[src/rtl/alu_seq_pkg.sv]
// alu_seq_pkg: opcodes, FSM state encoding and instruction field positions
// shared by the ALU sequencer and its register file.
package alu_seq_pkg;
    localparam logic [3:0] OP_ADD = 4'd0;
    localparam logic [3:0] OP_SUB = 4'd1;
    localparam logic [3:0] OP_MUL = 4'd2;
    localparam logic [3:0] OP_OR  = 4'd3;
    localparam logic [3:0] OP_AND = 4'd4;
    localparam logic [3:0] OP_XOR = 4'd5;
    localparam logic [3:0] OP_LSL = 4'd6;
    localparam logic [3:0] OP_LSR = 4'd7;
    localparam logic [3:0] OP_ROR = 4'd8;
    localparam logic [3:0] OP_CMP = 4'd9;
    localparam logic [3:0] OP_LDI = 4'd10;

    localparam logic [1:0] S_IDLE = 2'd0;
    localparam logic [1:0] S_READ = 2'd1;
    localparam logic [1:0] S_EXEC = 2'd2;
    localparam logic [1:0] S_WB   = 2'd3;

    localparam int OP_LSB = 12;
    localparam int RD_LSB = 8;
    localparam int RS_LSB = 4;
    localparam int RT_LSB = 0;

    function automatic logic is_alu_op(input logic [3:0] op);
        return op <= OP_CMP;
    endfunction

    function automatic logic writes_rd(input logic [3:0] op);
        return op <= OP_ROR || op == OP_LDI;
    endfunction
endpackage

[src/rtl/seq_regfile.sv]
// seq_regfile: 16-entry register file, one synchronous write port and
// three combinational read ports (two operands plus debug).
module seq_regfile #(
    parameter int LEN = 16
) (
    input  logic           clk,
    input  logic           reset_n,
    input  logic           we,
    input  logic [3:0]     waddr,
    input  logic [LEN-1:0] wdata,
    input  logic [3:0]     rs_addr,
    input  logic [3:0]     rt_addr,
    input  logic [3:0]     dbg_addr,
    output logic [LEN-1:0] rs_data,
    output logic [LEN-1:0] rt_data,
    output logic [LEN-1:0] dbg_data
);
    logic [LEN-1:0] r_mem [16];

    always_ff @(posedge clk or negedge reset_n) begin
        if (!reset_n) begin
            for (int i = 0; i < 16; i++) r_mem[i] <= '0;
        end else if (we) begin
            r_mem[waddr] <= wdata;
        end
    end

    assign rs_data  = r_mem[rs_addr];
    assign rt_data  = r_mem[rt_addr];
    assign dbg_data = r_mem[dbg_addr];
endmodule

[src/rtl/alu_sequencer.sv]
// alu_sequencer: non-pipelined IDLE/READ/EXEC/WB controller that feeds an
// external combinational ALU from its register file and writes results back.
module alu_sequencer
    import alu_seq_pkg::*;
#(
    parameter int MUL_CYCLES = 2,
    parameter int LEN        = 16
) (
    input  logic           clk,
    input  logic           reset_n,
    input  logic           instr_valid,
    output logic           instr_ready,
    input  logic [15:0]    instr,
    output logic [3:0]     alu_opcode,
    output logic [3:0]     alu_shift,
    output logic [LEN-1:0] alu_a,
    output logic [LEN-1:0] alu_b,
    output logic           alu_execute,
    input  logic [LEN-1:0] alu_result,
    input  logic [3:0]     alu_flags,
    output logic [3:0]     flags_q,
    output logic           done,
    output logic           illegal,
    input  logic [3:0]     dbg_addr,
    output logic [LEN-1:0] dbg_data
);
    localparam int CW = MUL_CYCLES > 1 ? $clog2(MUL_CYCLES) : 1;

    logic [1:0]     r_state;
    logic [15:0]    r_instr;
    logic [CW-1:0]  r_cnt;
    logic [3:0]     w_op;
    logic [LEN-1:0] w_rs_data;
    logic [LEN-1:0] w_rt_data;
    logic           w_we;
    logic [LEN-1:0] w_wdata;

    assign w_op        = r_instr[OP_LSB +: 4];
    assign instr_ready = r_state == S_IDLE;
    assign alu_execute = r_state == S_EXEC && is_alu_op(w_op);
    assign done        = r_state == S_WB;
    assign illegal     = done && w_op > OP_LDI;
    assign w_we        = done && writes_rd(w_op);
    assign w_wdata     = w_op == OP_LDI ? {{(LEN-8){1'b0}}, r_instr[7:0]} : alu_result;

    seq_regfile #(.LEN(LEN)) u_regfile (
        .clk      (clk),
        .reset_n  (reset_n),
        .we       (w_we),
        .waddr    (r_instr[RD_LSB +: 4]),
        .wdata    (w_wdata),
        .rs_addr  (r_instr[RS_LSB +: 4]),
        .rt_addr  (r_instr[RT_LSB +: 4]),
        .dbg_addr (dbg_addr),
        .rs_data  (w_rs_data),
        .rt_data  (w_rt_data),
        .dbg_data (dbg_data)
    );

    // ALU inputs are only refreshed for ALU ops so they hold across LDI/illegal.
    always_ff @(posedge clk or negedge reset_n) begin
        if (!reset_n) begin
            r_state    <= S_IDLE;
            r_instr    <= '0;
            r_cnt      <= '0;
            alu_opcode <= '0;
            alu_shift  <= '0;
            alu_a      <= '0;
            alu_b      <= '0;
            flags_q    <= '0;
        end else begin
            case (r_state)
                S_IDLE: if (instr_valid) begin
                    r_instr <= instr;
                    r_state <= S_READ;
                end
                S_READ: begin
                    if (is_alu_op(w_op)) begin
                        alu_opcode <= w_op == OP_CMP ? OP_SUB : w_op;
                        alu_shift  <= r_instr[RT_LSB +: 4];
                        alu_a      <= w_rs_data;
                        alu_b      <= w_rt_data;
                    end
                    r_cnt   <= w_op == OP_MUL ? CW'(MUL_CYCLES - 1) : '0;
                    r_state <= S_EXEC;
                end
                S_EXEC: begin
                    if (r_cnt == '0) r_state <= S_WB;
                    else r_cnt <= r_cnt - 1'b1;
                end
                default: begin
                    if (is_alu_op(w_op)) flags_q <= alu_flags;
                    r_state <= S_IDLE;
                end
            endcase
        end
    end
endmodule

[config.mk]
export PLATFORM = sky130hd
export DESIGN_NAME = alu_sequencer
export DESIGN_NICKNAME = d
export VERILOG_FILES = /design/src/rtl/alu_seq_pkg.sv /design/src/rtl/seq_regfile.sv /design/src/rtl/alu_sequencer.sv
export SDC_FILE = /design/constraint.sdc
export NUM_CORES = 1
export LEC_CHECK = 0
export CAP_MARGIN = 20
export CELL_PAD_IN_SITES_DETAIL_PLACEMENT = 0
export CELL_PAD_IN_SITES_GLOBAL_PLACEMENT = 1
export CORE_MARGIN = 3
export CORE_UTILIZATION = 45
export CTS_BUF_LIST = sky130_fd_sc_hd__clkbuf_8 sky130_fd_sc_hd__clkbuf_16
export DETAILED_ROUTE_END_ITERATION = 6
export DONT_BUFFER_PORTS = 1
export PLACE_DENSITY_LB_ADDON = 0.1
export SLEW_MARGIN = 10
export SYNTH_ARGS = -nofsm -noshare
export SYNTH_HDL_FRONTEND = slang
export SYNTH_HIERARCHICAL = 1
export SYNTH_SLANG_ARGS = --single-unit
[constraint.sdc]
create_clock -name clk -period 2.1 [get_ports clk]
set_clock_uncertainty 0.1 [all_clocks]
set_input_delay 0.315 -clock clk [delete_from_list [all_inputs] [get_ports clk]]
set_output_delay 0.315 -clock clk [all_outputs]
set_load 0.02 [all_outputs]
==> results.sh, run 1 <==
export IMPL_setup_violations=29
export IMPL_crit_type="flip-flop to output port"
export IMPL_antenna_found_initial=1
export IMPL_synthFlopType="dfrtp_1"
export IMPL_clock_sinks=319
export IMPL_dp_cells=1674
export IMPL_cts_root_buf="clkbuf_16"
export IMPL_grt_max_degree=320
export IMPL_violations="negative hold slack, negative setup slack"
export IMPL_async_reset_ff_frac=1.00
export IMPL_overflow=0
export IMPL_place_ws_ps=-130
export IMPL_rr_worst_depth=6
export IMPL_crit_chain="mux4_2, a22oi_2, nand2_2, buf_12"
export IMPL_wl_per_cell_um=33.4
export IMPL_core_area_um2=38900
export IMPL_post_route_period_util=1.10
export IMPL_crit_fanout=4
export IMPL_yosysTopAreaCellShare=0.447
export IMPL_top_layer="met5"
export IMPL_syn_area_um2=17800
export IMPL_fin_util=0.578
export IMPL_die_area_um2=42100
export IMPL_setup_slack_ps=-206
export IMPL_critPathLaunch="u_regfile/r_mem[126]"
export IMPL_status="finished, violations left"
export IMPL_worstSkewPairLatency_ps=560
export IMPL_drv_slew=0
export IMPL_r2r_start="r_instr[4]"
export IMPL_globalRouteTotalUtil=0.280
export IMPL_fin_tns_setup_ps=-2500
export IMPL_worstMarginPinSlew_ps=947
export IMPL_synth_seq_cells=319
export IMPL_crit_arrival_ps=1890
export IMPL_pin_count=107
export IMPL_tritoncts="yes"
export IMPL_hold_viol=319
export IMPL_p_per_area_nw_per_um2=1610
export IMPL_crit_family="multiplexers"
export IMPL_grt_pass1_wl_um=84600
export IMPL_crit_path_top_delay_cell="mux4_2"
export IMPL_syn_inst=1163
export IMPL_ys_seq_area_frac=0.447
export IMPL_required_ps=1680
export IMPL_start_kind="flip-flop"
export IMPL_yosys_top_cells_area="dfrtp_1, mux4_2, mux2_2"
export IMPL_num_rows=72
export IMPL_initial_core_util=0.458
export IMPL_hold_ws_ps=-640
export IMPL_rsz0062_at_grt="true"
export IMPL_wl_met1_um=25200
export IMPL_maxCapViolCount=0
export IMPL_critical_path_max_stage_delay_ps=470
export IMPL_post_route_min_period_ps=2310
export IMPL_total_power_w=0.0363
export IMPL_p_leak_nw=9.55
export IMPL_cts_buffer_depth=3
export IMPL_wl_met2_um=29400
export IMPL_reg2reg_to="alu_a[9]"
export IMPL_wl_um=60900
export IMPL_layout_drive_gt1_share=0.646
export IMPL_routabilityCongestion=0.827
export IMPL_hold_class="primary input to asynchronous set/reset pin"
export IMPL_drc_errors=0
export IMPL_hold_buffers=21
export IMPL_syn_nets=1211
export IMPL_grt_pass1_vias=12500
export IMPL_io_buffers=0
export IMPL_fin_cells=1825
export IMPL_final_net_count=1326
export IMPL_viasPerCell=6.50
export IMPL_synth_edf_count=0
export IMPL_met3_length_um=4270
export IMPL_antenna_left=0
export IMPL_end_kind="output port"
export IMPL_die_x_um=205
export IMPL_first_pass_iters=5
export IMPL_clk_pin_slew_worst_paths_ps=60
export IMPL_slew_limit_headroom=0.368
export IMPL_dr_total_vias=11900
export IMPL_die_h_um=205
export IMPL_cts_buffers=39
export IMPL_ys_types=35
export IMPL_peakVddDrop_uv=1240
export IMPL_htreeDepth=2
export IMPL_syn_avg_cell_area_um2=15.3
export IMPL_reg2reg_slack_ps=-30
export IMPL_yosysWarnings=6
export IMPL_place_hpwl_um=33900
export IMPL_drtIter0Drc=1114
export IMPL_area_growth_pct=26.1
export IMPL_crit_buf_inv=1
export IMPL_max_freq_mhz=434
export IMPL_synth_area_leader_cell="dfrtp_1"
state kept, by name, summed over array words and instances (netlist names):
signal / flops
r_state: 2
flags_q: 4
alu_b: 16
u_regfile/r_mem: 256
alu_a: 16
alu_opcode: 4
r_cnt: 1
r_instr: 16
alu_shift: 4
logic make-up (layout without fill, tap and decap cells):
kind of cell,after synthesis,in the layout,share of synthesized area
AOI/OAI and AO/OA,104,104,0.0433
buffers and inverters,111,249,0.0283
DFF,319,319,0.447
adders and majority gates,5,5,0.00351
and+or+nand+nor,107,108,0.0295
muxes,517,521,0.448
other,0,1,0
routing by layer:
metal	vias to the layer above	track usage
met2	442	0.447
met5	-	0
met4	2	0.108
met1	6483	0.370
met3	103	0.0698
li1	4838	-
cell usage in the layout, fill, tap and decap left out, types with 4 or more instances in the layout:
cell and n:
a22oi_1 20, dfrtp_1 315, clkbuf_8 4, mux2_1 31, clkbuf_16 47, mux2_4 60
nand2_1 34, clkinv_2 9, mux4_2 192, nor2b_2 5, buf_6 18, buf_4 72
inv_1 14, dlygate4sd3_1 21, a22oi_2 76, and2b_2 4, nand2_2 20, mux2_2 238
nor2_2 7, nor2_4 7, buf_12 52, buf_16 6
area by class of cell:
class | count | area [um2]
inverter | 3 | 11.3
antenna | 1 | 2.50
tap | 518 | 648
timing repair buffer | 177 | 2340
clock buffer | 45 | 1080
clock inverter | 24 | 184
multi-input combinational | 738 | 10200
sequential | 319 | 8000
fill | 3090 | 16400
worst reg2reg max path, stage by stage (launching register included):
cell and delay (ps):
dfrtp_4 480, buf_12 180, buf_12 170, mux4_2 510
a22oi_2 200, nand2_1 100, mux2_2 270
stage by stage:
step / hold WS [ps] / instance area [um2]
finish: -640 / 22500
global placement: -67.0 / 19400
global route: -654 / 22500
floorplan: -80.6 / 17900
CTS: -656 / 21700
detailed placement: -68.3 / 19400
how the worst max path moves through the flow:
stage                              end  slack (ps)  cells after the start
after CTS                 dbg_data[14]        -220                      4
after detailed placement     alu_a[11]        -130                      5
after global placement       alu_a[11]        -110                      5
after global routing      dbg_data[14]        -240                      4
final                     dbg_data[14]        -210                      4
after floorplan              alu_b[10]         -10                      6
cells in the mapped netlist (2+ instances only):
cell,count
nand3b_1,3
buf_6,2
mux2_4,2
mux2_2,273
dfrtp_1,319
nor2_2,5
mux2_1,50
nand2b_1,4
nor2_1,11
clkbuf_1,53
ha_1,5
and2b_1,6
o21ai_0,2
a21oi_1,2
or3_1,3
a22oi_1,96
mux4_2,192
nand2_1,55
nor2b_1,10
buf_1,5
buf_2,45
inv_1,3
and2_1,5
power breakdown:
part,switching (W),internal [W]
sequential,0.00303,0.00871
combinational,0.00751,0.0103
clock,0.00274,0.00402
what timing repair did:
| action | 4_1_cts | 5_1_grt |
|---|---|---|
| cloned | 8 | 11 |
| pin swaps | 43 | 53 |
| setup endpoints to repair | 207 | 135 |
| gates resized for setup | 92 | 130 |
| endpoints found under the hold margin | 341 | 319 |
| setup buffers | 28 | 19 |
Power figures use the tool's default switching activity.
==> run 2, diff against run 1 <==
--- a/config.mk
+++ b/config.mk
@@ -6,14 +6,13 @@
 export NUM_CORES = 1
 export LEC_CHECK = 0
 export CAP_MARGIN = 20
-export CELL_PAD_IN_SITES_DETAIL_PLACEMENT = 0
-export CELL_PAD_IN_SITES_GLOBAL_PLACEMENT = 1
 export CORE_MARGIN = 3
 export CORE_UTILIZATION = 45
 export CTS_BUF_LIST = sky130_fd_sc_hd__clkbuf_8 sky130_fd_sc_hd__clkbuf_16
 export DETAILED_ROUTE_END_ITERATION = 6
 export DONT_BUFFER_PORTS = 1
 export PLACE_DENSITY_LB_ADDON = 0.1
+export REMOVE_ABC_BUFFERS = 1
 export SLEW_MARGIN = 10
 export SYNTH_ARGS = -nofsm -noshare
 export SYNTH_HDL_FRONTEND = slang
==> results.sh, run 2 (synthesis gave the netlist of run 1 again) <==
export IMPL_status="finished, violations left"
export IMPL_initial_core_util=0.458
export IMPL_cts_buffers=38
export IMPL_htreeDepth=2
export IMPL_crit_type="flip-flop to output port"
export IMPL_setup_slack_ps=-133
export IMPL_hold_buffers=21
export IMPL_drtIter0Drc=994
export IMPL_antenna_found_initial=0
export IMPL_clk_pin_slew_worst_paths_ps=60
export IMPL_wl_um=55200
export IMPL_maxCapViolCount=0
export IMPL_num_rows=72
export IMPL_rr_worst_depth=7
export IMPL_die_area_um2=42100
export IMPL_setup_violations=21
export IMPL_top_register="u_regfile/r_mem"
export IMPL_die_h_um=205
export IMPL_clock_sinks=319
export IMPL_globalRouteTotalUtil=0.265
export IMPL_start_kind="flip-flop"
export IMPL_core_area_um2=38900
export IMPL_viasPerCell=6.46
export IMPL_antenna_left=0
export IMPL_wl_per_cell_um=30.6
export IMPL_hold_ws_ps=-639
export IMPL_required_ps=1680
export IMPL_end_kind="output port"
export IMPL_cts_buffer_depth=3
export IMPL_crit_arrival_ps=1820
export IMPL_num_antenna_cells=0
export IMPL_tritoncts="yes"
export IMPL_hold_viol=319
export IMPL_final_common_cell="dfrtp_1"
export IMPL_p_per_area_nw_per_um2=1590
export IMPL_max_freq_mhz=448
export IMPL_routabilityCongestion=0.788
export IMPL_drv_slew=0
export IMPL_grt_pass1_vias=12200
export IMPL_violations="negative hold slack, negative setup slack"
export IMPL_die_x_um=205
export IMPL_peakVddDrop_uv=1160
export IMPL_grt_max_degree=320
export IMPL_nFillCells=3209
export IMPL_place_ws_ps=-73.1
export IMPL_post_route_min_period_ps=2230
export IMPL_dr_total_vias=11600
export IMPL_pin_count=107
export IMPL_cp_endpoint="dbg_data[12]"
export IMPL_area_growth_pct=22.5
export IMPL_reg2reg_to="alu_b[12]"
export IMPL_post_route_period_util=1.06
export IMPL_drc_errors=0
export IMPL_io_buffers=0
export IMPL_critPathLaunch="u_regfile/r_mem[252]"
export IMPL_final_net_count=1310
export IMPL_first_pass_iters=5
export IMPL_cts_root_buf="clkbuf_16"
export IMPL_rsz0062_at_grt="true"
export IMPL_worstSkewPairLatency_ps=560
export IMPL_layout_drive_gt1_share=0.622
export IMPL_crit_fanout=4
export IMPL_layout_common_cells="dfrtp_1, mux2_2, mux4_2"
export IMPL_critical_path_max_stage_delay_ps=490
export IMPL_slew_limit_headroom=0.361
export IMPL_p_leak_nw=9.17
export IMPL_reg2reg_slack_ps=-20
export IMPL_grt_pass1_wl_um=81300
export IMPL_place_hpwl_um=30700
export IMPL_overflow=0
export IMPL_crit_chain="mux4_2, a22oi_2, nand2_2"
export IMPL_crit_path_top_delay_cell="mux4_2"
export IMPL_worstMarginPinSlew_ps=956
export IMPL_hold_class="primary input to asynchronous set/reset pin"
export IMPL_r2r_start="r_instr[0]"
export IMPL_largest_reg_flops=256
## run 2: critical path, delay by kind of cell, from the launching register on
kind / cells / cell delay, ps
AOI/OAI and AO/OA: 1 / 230
muxes: 1 / 490
DFF: 1 / 410
and+or+nand+nor: 1 / 140
## run 2: area by class of cell
| cell class | instances | area [um2] | share of cell area |
|---|---|---|---|
| Inverter | 3 | 11.3 | 0.000516 |
| Clock buffer | 48 | 1100 | 0.0503 |
| Timing Repair Buffer | 167 | 2070 | 0.0947 |
| Multi-Input combinational cell | 733 | 9900 | 0.453 |
| Tap cell | 518 | 648 | 0.0297 |
| Clock inverter | 16 | 125 | 0.00573 |
| Sequential cell | 319 | 8000 | 0.366 |
## run 2: report_power, final
part	internal, W	switching [W]	total (W)
logic	0.00964	0.00697	0.0166
clock network	0.00391	0.00263	0.00654
registers	0.00871	0.00284	0.0116
total	0.0223	0.0124	0.0347
## run 2: worst min-delay path by stage
| stage | to | slack (ps) | cells past startpoint |
|---|---|---|---|
| floorplan | alu_a[0] | -80 | 0 |
| global placement | alu_a[13] | -60 | 0 |
| detailed placement | u_regfile/r_mem[253] | -60 | 0 |
| CTS | u_regfile/r_mem[46] | -660 | 0 |
| global route | u_regfile/r_mem[253] | -660 | 0 |
| finish | u_regfile/r_mem[253] | -640 | 0 |
## run 2: stage by stage
step	power, W	instance area, um2	cells	setup TNS [ps]	utilization
floorplan	0.0207	17300	1055	-139360	-
global placement	0.0254	19200	1662	-941	0.493
detailed placement	0.0257	19200	1662	-626	0.493
CTS	0.0337	21300	1787	-2200	0.548
global route	0.0364	21800	1804	-3660	0.561
finish	0.0347	21800	1804	-1800	0.561
## run 2: routing by layer
| metal | track usage | vias up | routed length (um) |
|---|---|---|---|
| li1 | - | 4793 | - |
| met1 | 0.371 | 6370 | 23700 |
| met2 | 0.419 | 418 | 26500 |
| met3 | 0.0655 | 68 | 4030 |
| met4 | 0.0657 | 0 | 1010 |
| met5 | 0 | - | 0 |
## run 2: timing repair
action,CTS,global route
setup endpoints to repair,59,117
pin swaps,34,60
setup buffers,36,14
endpoints found under the hold margin,341,319
resized for setup,66,80
cloned,4,5
==> run 3, diff against run 2 <==
--- a/config.mk
+++ b/config.mk
@@ -7,7 +7,7 @@
 export LEC_CHECK = 0
 export CAP_MARGIN = 20
 export CORE_MARGIN = 3
-export CORE_UTILIZATION = 45
+export CORE_UTILIZATION = 30
 export CTS_BUF_LIST = sky130_fd_sc_hd__clkbuf_8 sky130_fd_sc_hd__clkbuf_16
 export DETAILED_ROUTE_END_ITERATION = 6
 export DONT_BUFFER_PORTS = 1
==> results.sh, run 3 (synthesis gave the netlist of run 1 again) <==
export IMPL_hold_buffers=21
export IMPL_violations="negative hold slack, negative setup slack"
export IMPL_globalRouteTotalUtil=0.197
export IMPL_die_x_um=250
export IMPL_final_common_cell="dfrtp_1"
export IMPL_pin_count=107
export IMPL_worstSkewPairLatency_ps=580
export IMPL_maxCapViolCount=0
export IMPL_htreeDepth=2
export IMPL_place_hpwl_um=37100
export IMPL_initial_core_util=0.306
export IMPL_slew_limit_headroom=0.364
export IMPL_total_power_w=0.0361
export IMPL_multiInputGateArea_um2=9960
export IMPL_max_freq_mhz=420
export IMPL_rsz0062_at_grt="true"
export IMPL_area_growth_pct=27.3
export IMPL_wl_um=62100
export IMPL_placed_cell_area_um2=19800
export IMPL_crit_type="flip-flop to output port"
export IMPL_nFillCells=5417
export IMPL_p_per_area_nw_per_um2=1590
export IMPL_drtIter0Drc=815
export IMPL_num_rows=88
export IMPL_p_seq_frac=0.318
export IMPL_top_register="u_regfile/r_mem"
export IMPL_pwr_share_comb=0.488
export IMPL_die_h_um=250
export IMPL_largest_reg_flops=256
export IMPL_die_area_um2=62400
export IMPL_setup_violations=29
export IMPL_layout_common_cells="dfrtp_1, mux2_2, mux4_2"
export IMPL_grt_pass1_vias=12400
export IMPL_crit_fanout=2
export IMPL_cts_buffers=42
export IMPL_p_sw_frac=0.364
export IMPL_layout_drive_gt1_share=0.632
export IMPL_final_area_um2=22700
export IMPL_crit_arrival_ps=1960
export IMPL_clock_sinks=319
export IMPL_hold_class="primary input to asynchronous set/reset pin"
export IMPL_required_ps=1680
export IMPL_regArea_um2=8000
export IMPL_place_ws_ps=-160
export IMPL_first_pass_iters=6
export IMPL_p_leak_nw=9.50
export IMPL_power_switching_w=0.0131
export IMPL_core_area_um2=58200
export IMPL_setup_slack_ps=-279
export IMPL_peakVddDrop_uv=885
export IMPL_grt_max_degree=320
export IMPL_dr_total_vias=11800
export IMPL_post_route_min_period_ps=2380
export IMPL_clk_pin_slew_worst_paths_ps=50
export IMPL_end_kind="output port"
export IMPL_drc_errors=0
export IMPL_worstMarginPinSlew_ps=950
export IMPL_cts_root_buf="clkbuf_16"
export IMPL_grt_pass1_wl_um=89900
export IMPL_status="finished, violations left"
export IMPL_io_buffers=0
export IMPL_cts_buffer_depth=3
export IMPL_routabilityCongestion=0.746
export IMPL_post_route_period_util=1.13
export IMPL_antenna_left=0
export IMPL_wl_per_cell_um=29.4
export IMPL_p_int_w=0.0230
export IMPL_start_kind="flip-flop"
export IMPL_final_net_count=1358
export IMPL_antenna_found_initial=0
export IMPL_tritoncts="yes"
export IMPL_drv_slew=0
export IMPL_viasPerCell=5.61
export IMPL_overflow=0
export IMPL_clkPwrFrac=0.194
export IMPL_hold_viol=319
export IMPL_hold_ws_ps=-633
run 3: changes by cell type in the layout (fill, tap and decap cells not counted), sizes merged:
cell	previous run	this run
mux2	325	326
bufinv	2	1
buf	141	187
diode	0	2
inv	11	19
clkinv	6	5
clkbuf	53	55
run 3: critical path, cell delays in order, from the launching register on:
cell and delay, ps:
dfrtp_1 390, mux4_2 490, a22oi_2 210, nand2_2 140
buf_6 160
run 3: final timing paths:
path                                      startpoint                    to  slack, ps  depth (start not counted)
max in group asynchronous                    reset_n            r_instr[5]       2010                          0
worst max register to register            r_instr[4]             alu_a[11]        -60                          6
worst min-delay path                         reset_n   u_regfile/r_mem[89]       -630                          0
min in group clk                       alu_result[5]  u_regfile/r_mem[117]         30                          2
worst min register to register  u_regfile/r_mem[224]  u_regfile/r_mem[224]        430                          1
worst max-delay path             u_regfile/r_mem[70]           dbg_data[6]       -280                          4
run 3: layout make-up:
type,count,share of cell area
Antenna cell,2,0.000220
Clock buffer,53,0.0530
Clock inverter,22,0.00601
Inverter,3,0.000496
Multi-Input combinational cell,734,0.439
Sequential cell,319,0.352
Tap cell,765,0.0422
Timing Repair Buffer,210,0.107
run 3: layer usage:
metal,global-route usage,routed length (um),vias to the layer above
li1,-,-,4905
met1,0.276,28000,6448
met2,0.313,29300,382
met3,0.0412,3350,91
met4,0.0466,1420,0
met5,0,0,-
run 3: power groups by stage:
stage	logic, W	registers, W	clock network (W)
2_1_floorplan	0.00921	0.0115	0
3_3_place_gp	0.0147	0.0116	0
3_5_place_dp	0.0148	0.0117	0
4_1_cts	0.0172	0.0114	0.00725
5_1_grt	0.0187	0.0119	0.00747
6_report	0.0176	0.0115	0.00701
run 3: per-stage QoR:
step	utilization	TNS (ps)	instances
6_report	0.390	-3770	2108
5_1_grt	0.390	-5940	2106
4_1_cts	0.385	-4340	2100
3_5_place_dp	0.339	-8940	1937
3_3_place_gp	0.339	-9860	1936
2_1_floorplan	-	-139360	1055
run 3: timing repair:
action / 4_1_cts / 5_1_grt
resized for setup: 103 / 67
pin swaps: 57 / 29
setup endpoints to repair: 265 / 165
hold endpoints to repair: 341 / 319
gates cloned: 5 / 3
buffers inserted: 62 / 9
